File: src/rtl/rc_pkg.sv
// Shared types and constants for the per-VC route-computation stage.
package rc_pkg;

    typedef logic [2:0] dir_t;

    localparam dir_t LOCAL = 3'd0;
    localparam dir_t NORTH = 3'd1;
    localparam dir_t EAST  = 3'd2;
    localparam dir_t SOUTH = 3'd3;
    localparam dir_t WEST  = 3'd4;

    localparam int unsigned NUM_DIR = 5;
    localparam int unsigned CNT_W   = 16;

    localparam int unsigned ALGO_XY = 0;
    localparam int unsigned ALGO_YX = 1;

    typedef enum logic [1:0] {
        IDLE,
        REQ,
        ACTIVE
    } state_e;

endpackage

File: src/rtl/route_calc_dor.sv
// Combinational dimension-order route lookup (XY or YX) with mesh bound check.
module route_calc_dor
    import rc_pkg::*;
#(
    parameter int unsigned X_WIDTH = 2,
    parameter int unsigned Y_WIDTH = 2,
    parameter int unsigned MESH_X  = 4,
    parameter int unsigned MESH_Y  = 4
) (
    input  logic [X_WIDTH-1:0] id_x,
    input  logic [Y_WIDTH-1:0] id_y,
    input  logic [X_WIDTH-1:0] dst_x,
    input  logic [Y_WIDTH-1:0] dst_y,
    input  logic               algo,
    output dir_t               dir,
    output logic               oor
);

    logic x_gt, x_lt, y_gt, y_lt;

    assign x_gt = dst_x > id_x;
    assign x_lt = dst_x < id_x;
    assign y_gt = dst_y > id_y;
    assign y_lt = dst_y < id_y;

    // Out-of-range destinations are steered to the local port for discard.
    always_comb begin
        oor = (32'(dst_x) >= MESH_X) || (32'(dst_y) >= MESH_Y);
        dir = LOCAL;
        if (!oor) begin
            if (algo) begin
                if (y_gt)      dir = SOUTH;
                else if (y_lt) dir = NORTH;
                else if (x_gt) dir = EAST;
                else if (x_lt) dir = WEST;
            end else begin
                if (x_gt)      dir = EAST;
                else if (x_lt) dir = WEST;
                else if (y_gt) dir = SOUTH;
                else if (y_lt) dir = NORTH;
            end
        end
    end

endmodule

File: src/rtl/rc_vc_stage.sv
// Registered per-VC route-computation stage; RC_STATS_EN adds per-direction handshake counters (rt_cnt).
module rc_vc_stage
    import rc_pkg::*;
#(
    parameter int unsigned X_WIDTH    = 2,
    parameter int unsigned Y_WIDTH    = 2,
    parameter int unsigned MESH_X     = 4,
    parameter int unsigned MESH_Y     = 4,
    parameter int unsigned NUM_VC     = 2,
    parameter int unsigned ROUTE_ALGO = ALGO_XY
) (
    input  logic                                clk,
    input  logic                                rst,
    input  logic [X_WIDTH-1:0]                  id_x,
    input  logic [Y_WIDTH-1:0]                  id_y,
    input  logic [5*NUM_VC-1:0]                 hd_valid,
    output logic [5*NUM_VC-1:0]                 hd_ready,
    input  logic [5*NUM_VC-1:0][X_WIDTH-1:0]    hd_dst_x,
    input  logic [5*NUM_VC-1:0][Y_WIDTH-1:0]    hd_dst_y,
    input  logic [5*NUM_VC-1:0]                 tail_done,
    output logic [5*NUM_VC-1:0]                 rt_valid,
    input  logic [5*NUM_VC-1:0]                 rt_ready,
    output logic [5*NUM_VC-1:0][2:0]            rt_sel,
    output logic [5*NUM_VC-1:0]                 rt_err
`ifdef RC_STATS_EN
    ,
    output logic [NUM_DIR-1:0][CNT_W-1:0]       rt_cnt
`endif
);

    localparam int unsigned CH   = 5 * NUM_VC;
    localparam logic        ALGO = (ROUTE_ALGO == ALGO_YX);

    for (genvar c = 0; c < CH; c++) begin : g_ch
        state_e             state_q, state_d;
        logic [X_WIDTH-1:0] dst_x_q, id_x_q;
        logic [Y_WIDTH-1:0] dst_y_q, id_y_q;
        logic               first_q, viol_q;
        logic               accept, viol;
        dir_t               dir;
        logic               oor;

        // Next-state logic; a tail outside ACTIVE is flagged but never moves the FSM.
        always_comb begin
            state_d = state_q;
            accept  = 1'b0;
            viol    = tail_done[c] && (state_q != ACTIVE);
            case (state_q)
                IDLE: begin
                    if (hd_valid[c]) begin
                        accept  = 1'b1;
                        state_d = REQ;
                    end
                end
                REQ: begin
                    if (rt_ready[c]) state_d = ACTIVE;
                end
                ACTIVE: begin
                    if (tail_done[c]) state_d = IDLE;
                end
                default: state_d = IDLE;
            endcase
        end

        always_ff @(posedge clk) begin
            if (rst) begin
                state_q <= IDLE;
                dst_x_q <= '0;
                dst_y_q <= '0;
                id_x_q  <= '0;
                id_y_q  <= '0;
                first_q <= 1'b0;
                viol_q  <= 1'b0;
            end else begin
                state_q <= state_d;
                first_q <= accept;
                viol_q  <= viol;
                if (accept) begin
                    dst_x_q <= hd_dst_x[c];
                    dst_y_q <= hd_dst_y[c];
                    id_x_q  <= id_x;
                    id_y_q  <= id_y;
                end
            end
        end

        route_calc_dor #(
            .X_WIDTH (X_WIDTH),
            .Y_WIDTH (Y_WIDTH),
            .MESH_X  (MESH_X),
            .MESH_Y  (MESH_Y)
        ) u_rc (
            .id_x  (id_x_q),
            .id_y  (id_y_q),
            .dst_x (dst_x_q),
            .dst_y (dst_y_q),
            .algo  (ALGO),
            .dir   (dir),
            .oor   (oor)
        );

        assign hd_ready[c] = (state_q == IDLE);
        assign rt_valid[c] = (state_q == REQ);
        assign rt_sel[c]   = dir;
        assign rt_err[c]   = viol_q | (first_q & oor);
    end

`ifdef RC_STATS_EN
    logic [NUM_DIR-1:0][CNT_W-1:0] cnt_q, cnt_d;
    logic [NUM_DIR-1:0][31:0]      sum;

    // Popcount of same-cycle handshakes per direction, saturating.
    always_comb begin
        sum   = '0;
        cnt_d = '0;
        for (int d = 0; d < NUM_DIR; d++) begin
            sum[d] = 32'(cnt_q[d]);
            for (int c = 0; c < CH; c++) begin
                if (rt_valid[c] && rt_ready[c] && (rt_sel[c] == 3'(d))) begin
                    sum[d] = sum[d] + 32'd1;
                end
            end
            cnt_d[d] = (sum[d] > 32'h0000_FFFF) ? 16'hFFFF : sum[d][CNT_W-1:0];
        end
    end

    always_ff @(posedge clk) begin
        if (rst) cnt_q <= '0;
        else     cnt_q <= cnt_d;
    end

    assign rt_cnt = cnt_q;
`endif

endmodule

File: config.mk
export PLATFORM = sky130hd
export DESIGN_NAME = rc_vc_stage
export DESIGN_NICKNAME = d
export VERILOG_FILES = /design/src/rtl/rc_pkg.sv /design/src/rtl/route_calc_dor.sv /design/src/rtl/rc_vc_stage.sv
export SDC_FILE = /design/constraint.sdc
export NUM_CORES = 1
export LEC_CHECK = 0
export BUFFER_PORTS_ARGS = -buffer_cell sky130_fd_sc_hd__buf_2
export CAP_MARGIN = 10
export CORE_AREA = 2 2 122 112
export CTS_BUF_LIST = sky130_fd_sc_hd__clkbuf_2 sky130_fd_sc_hd__clkbuf_4 sky130_fd_sc_hd__clkbuf_8
export DETAILED_ROUTE_END_ITERATION = 8
export DIE_AREA = 0 0 124 114
export PLACE_DENSITY = 0.81
export SETUP_SLACK_MARGIN = 0.4
export SYNTH_ARGS = -nofsm -noshare
export SYNTH_HDL_FRONTEND = slang
export SYNTH_HIERARCHICAL = 1
export SYNTH_SLANG_ARGS = --single-unit
File: constraint.sdc
create_clock -name clk -period 1.3 [get_ports clk]
set_input_delay 0.26 -clock clk [delete_from_list [all_inputs] [get_ports clk]]
set_output_delay 0.26 -clock clk [all_outputs]
set_load 0.02 [all_outputs]
* Word level (Yosys, flattened, before mapping)
Cells that the tools add are included.
** Operators by class
- Order comparisons :: 40
- Muxes and demuxes :: 100
- Equality and inequality tests :: 60
- Reductions and logical operators :: 30
** Operators with widths (count)
- $mux 3 :: 30
- $mux 2 :: 30
- $ne 2x2->1 const B :: 30
- $pmux 2 s3 :: 10
- $gt 2x2->1 :: 20
- $lt 2x2->1 :: 20
- $mux 1 :: 30
- $reduce_and 3->1 :: 10
- $eq 2x1->1 const B :: 10
- $eq 2x2->1 const B :: 10
- $logic_not 2->1 :: 10
- $ne 2x1->1 const B :: 10
- $logic_and 1x1->1 :: 10
** Storage, ports and cells
- Register bits :: 110
- Bits of input ports :: 76
- Word-level logic and storage cells :: 290
- Output and inout port bits :: 60

* Depth between registers and ports, before layout
- Word-level depth :: 5
- Mapped depth :: 5
- Mapped depth without buffers :: 5

* Modules after synthesis
The synthesis kept the hierarchy.
** Modules (own cells, without submodules)
- rc_vc_stage :: cells an instance 506, seq. area each 2402.3 um^2, area an instance 5208.7 um^2, times used 1
- route_calc_dor :: cells an instance 25, seq. area each 0.0 um^2, area an instance 173.9 um^2, times used 10

* Worst setup path before layout
No wires, ideal clock.
- Path kind :: flip-flop to output port
- Start :: reg g_ch[3].id_x_q[1]
- End :: out rt_sel[10] in the netlist's numbering
- Required time :: 1.040 ns
- Data arrival time :: 1.216 ns
- Cell stages (with the launch flop) :: 6
- Path slack :: -0.176 ns
- Path buffers :: 0
- Cells stage by stage :: dfxtp_1 > inv_1 > ha_1 > nor2b_4 > o21ai_1 > o22ai_1
** RTL lines
- from (decl) :: RTL line rc_vc_stage.sv:36 : logic [X_WIDTH-1:0] dst_x_q, id_x_q;
- from (signal assigned) :: RTL line rc_vc_stage.sv:81 : id_x_q <= id_x;
- to (decl) :: RTL line rc_vc_stage.sv:23 : output logic [5*NUM_VC-1:0][2:0] rt_sel,

==> results_dict.tcl <==
set metrics [dict create \
    maxCapViolCount 0 \
    h-tree-depth 4 \
    grt_max_degree 70 \
    cts_made_buffers 17 \
    layout_commonest_cell "buf_6" \
    cp_slowest_cell "dfxtp_2" \
    cts_sinks 120 \
    path_max_fanout 3 \
    num-fill-cells 531 \
    detailed_place_hpwl_um 10710 \
    clkLatencyLatePin_ns 0.45 \
    syn2layout_area_growth_pct 68.16 \
    synthCells 756 \
    grt_pass1_vias 6721 \
    end_kind "output pin" \
    core_mm2 0.01301 \
    critPathTopFamily "flip-flops" \
    fmax_mhz 509.5 \
    cp-start-kind "flop" \
    power.total_uw 13420 \
    cp-startpoint "g_ch[6].id_x_q[1]$_SDFFE_PP0P_" \
    rrSetupSlack_ns -0.13 \
    crit_chain "inv_2 -> ha_4 -> nor2b_4 -> o21ai_4 -> o22ai_4 -> buf_6" \
    cts-root-buf "clkbuf_8" \
    drt_iter0_drc 327 \
    vias_per_cell 5.426 \
    drive_gt1_share_pct 63.03 \
    die_w_um 124 \
    crit_end "rt_sel[19]" \
    die_area_mm2 0.01414 \
    period_minus_slack_ns 1.963 \
    vdd_drop_max_v 0.001074 \
    fin_ws_ns -0.6626 \
    portBuffers 135 \
    leakagePower_uw 0.005077 \
    final_util_pct 89.79 \
    synthDistinctLibCells 29 \
    layout_common_cells "buf_6 (151), nand2b_1 (133), mux2i_1 (77)" \
    rows 40 \
    seq_area_mm2 0.002520 \
    setup_viol 76 \
    min-delay-path-class "input pin to flop" \
    die_h_um 114 \
    ys_warn_count 6 \
    vias 6636 \
    yosys-top-cells-area "dfxtp_1 (35%), nand2b_1 (13%), mux2i_1 (12%)" \
    pre_cts_slack_ns -0.2541 \
    synth-seq-cells 120 \
    wl_per_cell_um 20.80 \
    cp.depth 6 \
    fin_nets 1158 \
    ys_seq_area_share_pct 34.58 \
    synth_top_area_share_pct 34.58 \
    critPathRequiredTime_ns 1.04 \
    r2r_start "g_ch[9].state_q[1]$_SDFFE_PP0P_" \
    boundaryPins 136 \
    wl_um 25440 \
    cts_max_path_buffers 2 \
    skew_ns 0.01042 \
    rsz0062_at_grt "true" \
    setup_tns_ns -20.36 \
    violations "setup timing" \
    grt_overflow_total 0 \
    finalHoldViolations 0 \
    whs_ns 0.07099 \
    crit_arrival_ns 1.70 \
    antenna_found_initial 0 \
    critPathKind "flop to output pin" \
    start_util_pct 53.39 \
    clk_transition_reported_paths_ns 0.07 \
    diodes 0 \
    gp_congestion 0.7920 \
    crit_buf_inv 2 \
    fin_crit_sh_pct 151.0 \
    ant_nets 0 \
    cts_tree "yes" \
    synth_top_area_cell "dfxtp_1" \
    powerDensity_mw_per_mm2 1148 \
    synth_area_mm2 0.006948 \
    multi_input_area_mm2 0.005811 \
    drc 0 \
    hold_buffers 0 \
    finalMaxSlewViolations 0 \
    slowest_delay_ns 0.34 \
    grt_pass1_wl_um 33110 \
    r2r_cells 5 \
    status "finished with violations" \
    grt_usage_pct 30.33 \
    r2r-end "g_ch[9].id_x_q[1]$_SDFFE_PP0P_" \
    synth.avg_cell_area_um2 9.190 \
    first_pass_iters 4 \
]
through the flow:
step,area [um2],cells
2_1_floorplan,7701,795
3_3_place_gp,8536,1088
3_5_place_dp,8536,1088
4_1_cts,11030,1191
5_1_grt,11680,1223
6_report,11680,1223
worst min-delay path, cell delays in order:
cell and delay, ns:
buf_2 0.09, nand2b_1 0.05, mux2i_1 0.06
per-layer routing:
metal	vias up	GRT usage [%]	routed length (um)
li1	3039	-	-
met1	3201	31.99	9138
met2	273	57.40	13580
met3	123	7.150	1293
met4	0	11.91	1435
met5	-	0	0
power breakdown:
part           leakage (uW)  switching (uW)  internal, uW
combinational       0.00384            2530          2930
sequential          0.00102             255          3960
clock              0.000223            1600          2150
cells by family after synthesis:
kind of cell               share of synthesized area [%]
adders and majority gates                          7.203
DFF                                                34.58
other                                             0.5943
buffers and inverters                              7.311
muxes                                              11.53
and+or+nand+nor                                    30.87
AOI/OAI and AO/OA                                  7.924
area by class of cell:
class                           count  share of cell area, %
Multi-Input combinational cell    574                  49.73
Tap cell                          168                  1.799
Inverter                           50                  1.606
Clock buffer                       24                  2.667
Clock inverter                      8                  1.007
Sequential cell                   120                  21.57
Timing Repair Buffer              279                  21.62
synthesized netlist by cell type, drive strengths merged:
| cell | number |
|---|---|
| o21ai | 30 |
| o22a | 10 |
| and2b | 2 |
| a21o | 10 |
| a211oi | 10 |
| a21oi | 20 |
| nor2 | 20 |
| nand2b | 142 |
| buf | 32 |
| or2b | 2 |
| nand3b | 10 |
| ha | 40 |
| mux2i | 80 |
| nand2 | 20 |
| nor3 | 10 |
| or3b | 20 |
| conb | 11 |
| dfxtp | 120 |
| clkbuf | 19 |
| inv | 50 |
| nor2b | 48 |
| nor3b | 40 |
| o22ai | 10 |
state kept, by name (all words and copies together), names as in the netlist:
signal and flops:
g_ch.dst_x_q 20, g_ch.dst_y_q 20, g_ch.id_x_q 20, g_ch.id_y_q 20, g_ch.state_q 20, g_ch.first_q 10, g_ch.viol_q 10
how the worst min path moves through the flow:
stage                                   start  depth (start not counted)                         endpoint
2_1_floorplan                     rt_ready[4]                          2  g_ch[4].state_q[1]$_SDFFE_PP0P_
3_3_place_gp   g_ch[0].id_x_q[1]$_SDFFE_PP0P_                          2   g_ch[0].id_x_q[1]$_SDFFE_PP0P_
3_5_place_dp   g_ch[0].id_y_q[1]$_SDFFE_PP0P_                          2   g_ch[0].id_y_q[1]$_SDFFE_PP0P_
4_1_cts                          hd_dst_y[18]                          3  g_ch[9].dst_y_q[0]$_SDFFE_PP0P_
5_1_grt                           hd_dst_x[4]                          3  g_ch[2].dst_x_q[0]$_SDFFE_PP0P_
6_report                          hd_dst_x[9]                          3  g_ch[4].dst_x_q[1]$_SDFFE_PP0P_
what timing repair did:
action | CTS | global route
buffers inserted | 71 | 32
cloned | 0 | 0
setup endpoints to repair | 173 | 179
resized for setup | 395 | 98
pin swaps | 98 | 55
Note: power is estimated with default switching activity, not from simulation.
